===== config.mk =====
export PLATFORM = sky130hd
export DESIGN_NAME = preg_reclaim
export DESIGN_NICKNAME = d
export VERILOG_FILES = /design/src/rtl/ez90_pkg.sv /design/src/rtl/preg_fifo.sv /design/src/rtl/preg_reclaim.sv
export SDC_FILE = /design/constraint.sdc
export NUM_CORES = 2
export LEC_CHECK = 0
export BUFFER_PORTS_ARGS = -buffer_cell sky130_fd_sc_hd__buf_4
export CAP_MARGIN = 15
export CORE_AREA = 3 3 315 394
export CTS_CLUSTER_SIZE = 25
export DETAILED_ROUTE_END_ITERATION = 7
export DIE_AREA = 0 0 318 397
export SLEW_MARGIN = 20
export SYNTH_ARGS = -nofsm -noshare
export SYNTH_HDL_FRONTEND = slang
export SYNTH_SLANG_ARGS = --single-unit
export TNS_END_PERCENT = 50

===== constraint.sdc =====
create_clock -name clk -period 6.5 [get_ports clk]
set_input_delay 0.65 -clock clk [delete_from_list [all_inputs] [get_ports clk]]
set_output_delay 0.65 -clock clk [all_outputs]
set_load 0.05 [all_outputs]

===== src/rtl/ez90_pkg.sv =====
// Shared eZ90 core constants and types used by the rename/commit path.
package ez90_pkg;

    localparam int EZ90_NUM_ARCH = 32;
    localparam int EZ90_NUM_PREG = 128;
    localparam int EZ90_PREG_W   = 7;
    localparam int EZ90_ARCH_W   = 5;

    typedef struct packed {
        logic [EZ90_ARCH_W-1:0] rd;
        logic                   rd_valid;
    } ez90_uop_t;

    typedef struct packed {
        ez90_uop_t              uop;
        logic [EZ90_PREG_W-1:0] prd;
    } ez90_uop_rn_t;

    typedef enum logic {
        RUN,
        REBUILD
    } preg_reclaim_state_e;

endpackage


===== src/rtl/preg_fifo.sv =====
// Circular tag FIFO of arbitrary depth; reset preloads START, START+1, ...
// Caller must not push when full nor pop when empty.
module preg_fifo #(
    parameter int DEPTH = 96,
    parameter int W     = 7,
    parameter int START = 32
) (
    input  logic         clk,
    input  logic         rst_n,
    input  logic         clear,
    input  logic         push,
    input  logic [W-1:0] din,
    input  logic         pop,
    output logic [W-1:0] dout,
    output logic         empty,
    output logic         full
);
    localparam int PTR_W = (DEPTH > 1) ? $clog2(DEPTH) : 1;
    localparam int CNT_W = $clog2(DEPTH + 1);

    logic [W-1:0]     mem [DEPTH];
    logic [PTR_W-1:0] head, tail;
    logic [CNT_W-1:0] count;

    // Non-power-of-two depths need an explicit wrap rather than overflow.
    function automatic logic [PTR_W-1:0] wrap_inc(input logic [PTR_W-1:0] p);
        return (p == PTR_W'(DEPTH - 1)) ? '0 : p + 1'b1;
    endfunction

    always_ff @(posedge clk or negedge rst_n) begin
        if (!rst_n) begin
            for (int i = 0; i < DEPTH; i++) mem[i] <= W'(START + i);
            head  <= '0;
            tail  <= '0;
            count <= CNT_W'(DEPTH);
        end else if (clear) begin
            head  <= '0;
            tail  <= '0;
            count <= '0;
        end else begin
            if (push) begin
                mem[tail] <= din;
                tail      <= wrap_inc(tail);
            end
            if (pop) head <= wrap_inc(head);
            case ({push, pop})
                2'b10:   count <= count + 1'b1;
                2'b01:   count <= count - 1'b1;
                default: ;
            endcase
        end
    end

    assign dout  = mem[head];
    assign empty = (count == '0);
    assign full  = (count == CNT_W'(DEPTH));

endmodule


===== src/rtl/preg_reclaim.sv =====
// Committed arch->phys map plus physical-register free list; a flush
// rebuilds the free list by scanning every tag against the committed map.
module preg_reclaim
    import ez90_pkg::*;
#(
    parameter int NUM_ARCH = EZ90_NUM_ARCH,
    parameter int NUM_PREG = EZ90_NUM_PREG,
    parameter int PREG_W   = EZ90_PREG_W
) (
    input  logic              clk,
    input  logic              rst_n,
    input  logic              flush,
    input  logic              commit_valid,
    input  ez90_uop_rn_t      commit_uop,
    output logic              commit_ready,
    output logic              alloc_valid,
    output logic [PREG_W-1:0] alloc_preg,
    input  logic              alloc_ready,
    output logic              rebuilding
);
    localparam int FL_DEPTH = NUM_PREG - NUM_ARCH;

    preg_reclaim_state_e state, state_n;
    logic [PREG_W-1:0]   rmap [NUM_ARCH];
    logic [PREG_W-1:0]   scan, push_tag, c_prd;
    logic                fl_empty, fl_full, rmap_hit, push;
    logic                commit_fire, alloc_fire, commit_wr;

    assign c_prd        = PREG_W'(commit_uop.prd);
    assign alloc_valid  = (state == RUN) && !fl_empty && !flush;
    assign commit_ready = (state == RUN) && !fl_full && !flush;
    assign rebuilding   = (state == REBUILD);
    assign commit_fire  = commit_valid && commit_ready;
    assign alloc_fire   = alloc_valid && alloc_ready;
    assign commit_wr    = commit_fire && commit_uop.uop.rd_valid;

    always_comb begin
        rmap_hit = 1'b0;
        for (int a = 0; a < NUM_ARCH; a++)
            if (rmap[a] == scan) rmap_hit = 1'b1;
    end

    always_comb begin
        state_n  = state;
        push     = 1'b0;
        push_tag = rmap[commit_uop.uop.rd];
        if (flush) begin
            state_n = REBUILD;
        end else begin
            case (state)
                RUN: push = commit_wr;
                REBUILD: begin
                    // Tags absent from the committed map are free; full guard
                    // only matters if the map holds duplicate tags.
                    push     = !rmap_hit && !fl_full;
                    push_tag = scan;
                    if (scan == PREG_W'(NUM_PREG - 1)) state_n = RUN;
                end
                default: state_n = RUN;
            endcase
        end
    end

    always_ff @(posedge clk or negedge rst_n) begin
        if (!rst_n) state <= RUN;
        else        state <= state_n;
    end

    always_ff @(posedge clk or negedge rst_n) begin
        if (!rst_n)                scan <= '0;
        else if (flush)            scan <= '0;
        else if (state == REBUILD) scan <= scan + 1'b1;
    end

    always_ff @(posedge clk or negedge rst_n) begin
        if (!rst_n) begin
            for (int a = 0; a < NUM_ARCH; a++) rmap[a] <= PREG_W'(a);
        end else if (commit_wr) begin
            rmap[commit_uop.uop.rd] <= c_prd;
        end
    end

    preg_fifo #(
        .DEPTH (FL_DEPTH),
        .W     (PREG_W),
        .START (NUM_ARCH)
    ) u_fl (
        .clk   (clk),
        .rst_n (rst_n),
        .clear (flush),
        .push  (push),
        .din   (push_tag),
        .pop   (alloc_fire),
        .dout  (alloc_preg),
        .empty (fl_empty),
        .full  (fl_full)
    );

endmodule


==> summary.md <==
| Metric | Value |
|---|---|
| Detailed Place HPWL | 81200 um |
| Pleak | 0.0236 uW |
| Post-synth top area share | 24.7% |
| Post-route ant nets | 0 |
| Clk sink count | 925 |
| Critical Path Start | u_fl.head[0]$_DFFE_PN0P_ |
| Core Area | around 120000 um^2 |
| Worst Path Max Fanout | 38 |
| Relative slew margins | 24.1% |
| GR Overflow Total | 0 |
| Final hold violation count | 3 |
| Post-synth EDFFs | 0 |
| Reg-to-reg startpoint | scan[5]$_DFFE_PN0P_ |
| Largest net degree at the start of global routing | 184 |
| Final period util | 78.1% |
| Fraction of registers with async set/reset | 100% |
| Final Setup Violations | 0 |
| Max Clock Skew | 0.0525 ns |
| Tmin final | a little over 5 ns |
| GRT Overall Usage | 20.0% |
| Hold Slack | -0.0183 ns |
| Die Wd | 318 um |
| Vias | 26738 |
| Initial antenna violation count | 1 |
| Worst setup SP type | register |
| Setup Fix Bufs, Post-CTS | 0 |
| Drt total wl | 126000 um |
| CTS tree | yes |
| Layout cell share with drive strength beyond 1 | approximately 61% |
| Critical R2R Capture | u_fl.mem[429]$_DFFE_PN0P_ |
| Sum Neg Setup Slack | 0 ns |
| Post-DP Area | 49500 um^2 |
| VDD IR max | 0.000199 V |
| First-pass GRT wire length | a little under 200000 um |
| Reg2reg setup slack | 1.52 ns |
| Most common cell in the netlist | mux2_2 |
| Arr. time, crit path | 4.43 ns |
| Status | complete, but fails checks |
| Initial drt markers | between 1500 and 2000 |
| Die footprint | 126000 um^2 |
| CTS resizes | 0 |
| Num CTS Buffers | 100 |
| Crit. End Element | output port |
| Root buf cell | clkbuf_16 |
| Clk slew on worst S/H paths | 0.06 ns |
| Die H | 397 um |
| RSZ-0062 raised after global routing | no |
| Cells after Synth | slightly above 3000 |
| Cell Area, Synth | 48200 um^2 |
| Clock buffer depth | 3 |
| Gpl congestion | roughly 0.86 |
| Failing checks | hold timing |
| Syn Nets | 3139 |
| Initial Util | 40.0% |
| Worst endpoint required time | about 6 ns |
| H-tree depth | 3 |
| Wire length per cell | 26.8 um |
| Synth area leaders | dfrtp_1, dfstp_2, mux2_2, mux4_2, mux2_4 |
| Crit Path Class | register to output port |
| Seq/Total Area, Yosys | between 40% and 50% |
| Vias per cell | 5.71 |
| Reg2Reg Depth | 10 |
| Cell variety after synth | 63 |
| DR pass1 iterations | 5 |
| Final net count | 3038 |
| Synth warnings | 0 |
| Clk_lat worst skew | 0.72 ns |
| Hold_buf cts | 0 |
| HP Class | input pin to asynchronous set/reset pin |
| Synthesis-stage register bit count | between 900 and 1000 |
| Least-Margin Pin Slew | ~1.1 ns |
| Most common library cells after synthesis | mux2_2, dfrtp_1, dfstp_2, mux4_2, mux2_4 |
| Power per cell area | 236 nW/um^2 |
| Design area | approximately 53000 um^2 |
| Peak Freq | approximately 0.2 GHz |
| Area Overhead vs Synth | 10.4% |
| Maxcap violations | 0 |
| Cell taking the most area after synthesis | dfrtp_1 |
| Slew Viols, Final | 0 |
| Top Ports | 28 |
| IO Port Bufs | 27 |
| Final Total Pwr | 12500 uW |
| Residual DRC count | 0 |
| Top_reg_cell synth | dfrtp_1 |
| Cell Rows | 142 |
| Mean Syn Cell Area | 15.5 um^2 |
| Vias in the first global route | 29767 |
==> worst max-delay path, cell delays in order, from the launching register on <==
cell and delay, ns:
dfrtp_4 0.97, buf_4 0.46, mux4_2 0.57, mux4_2 0.57, mux4_2 0.51, inv_1 0.10
o22ai_1 0.23, buf_4 0.28
==> layout by cell type (no fill, tap or decap), types with 25 or more instances in the layout <==
cell type / Yosys / final
mux4_2: 274 / 274
dfstp_2: 450 / 450
xor2_1: 107 / 107
clkbuf_16: 0 / 101
or3_1: 30 / 30
nor2_1: 76 / 76
nand4_1: 37 / 37
clkbuf_1: 145 / 25
dfrtp_1: 475 / 463
nor4_1: 36 / 36
mux2_2: 599 / 599
buf_4: 36 / 68
mux2_4: 248 / 248
mux2_1: 56 / 56
xnor2_1: 128 / 128
nand2_1: 58 / 58
==> final cells by class <==
type | instances | area [um^2]
antenna | 1 | 2.50
clock buffer | 147 | 2910
sequential | 925 | 23700
tap | 1584 | 1980
clock inverter | 43 | 701
fill | 10460 | 67100
multi-input combinational | 1891 | 23000
timing repair buffer | 81 | 757
inverter | 12 | 45.0
==> per-stage QoR <==
stage	hold slack, ns	util (%)	setup slack [ns]	std cells
final	-0.0183	44.2	1.42	4684
after global routing	0.0407	44.2	1.23	4683
after CTS	0.0163	44.2	1.29	4682
after detailed placement	0.480	41.2	1.57	4492
after global placement	0.468	41.2	1.63	4492
after floorplan	0.354	-	1.96	3112
==> kinds of logic (layout without fill, tap and decap cells) <==
family	after synthesis	after routing	synth area share (%)
compound gates	68	68	0.948
other cells	0	1	0
mux	1196	1196	36.3
xor+xnor	235	235	4.27
simple gates	383	383	5.80
fa+ha+maj	9	9	0.249
flops	925	925	49.2
buf+inv	296	283	3.23
==> registers in the layout, indices dropped and copies added (netlist names) <==
register,cells
u_fl.tail,7
rmap,224
scan,7
u_fl.head,7
u_fl.count,7
rebuilding,1
u_fl.mem,672
==> per-layer routing <==
layer	GRT usage (%)	routed length [um]
met3	2.93	5070
met5	0	0
met2	34.6	64000
met4	8.75	5450
met1	25.0	51200
==> where the power goes <==
| group | switching [uW] | leakage [uW] | internal [uW] |
|---|---|---|---|
| clock | 2510 | 0.00177 | 3690 |
| sequential | 23.1 | 0.0112 | 5780 |
| combinational | 403 | 0.0105 | 124 |
==> worst max-delay path by stage <==
stage	end	cells past startpoint
2_1_floorplan	u_fl.count[6]$_DFFE_PN1P_	12
3_3_place_gp	u_fl.mem[203]$_DFFE_PN0P_	10
3_5_place_dp	u_fl.mem[205]$_DFFE_PN0P_	10
4_1_cts	alloc_preg[2]	7
5_1_grt	alloc_preg[2]	7
6_report	alloc_preg[3]	7
No activity file was read; power rests on OpenSTA's default activity.
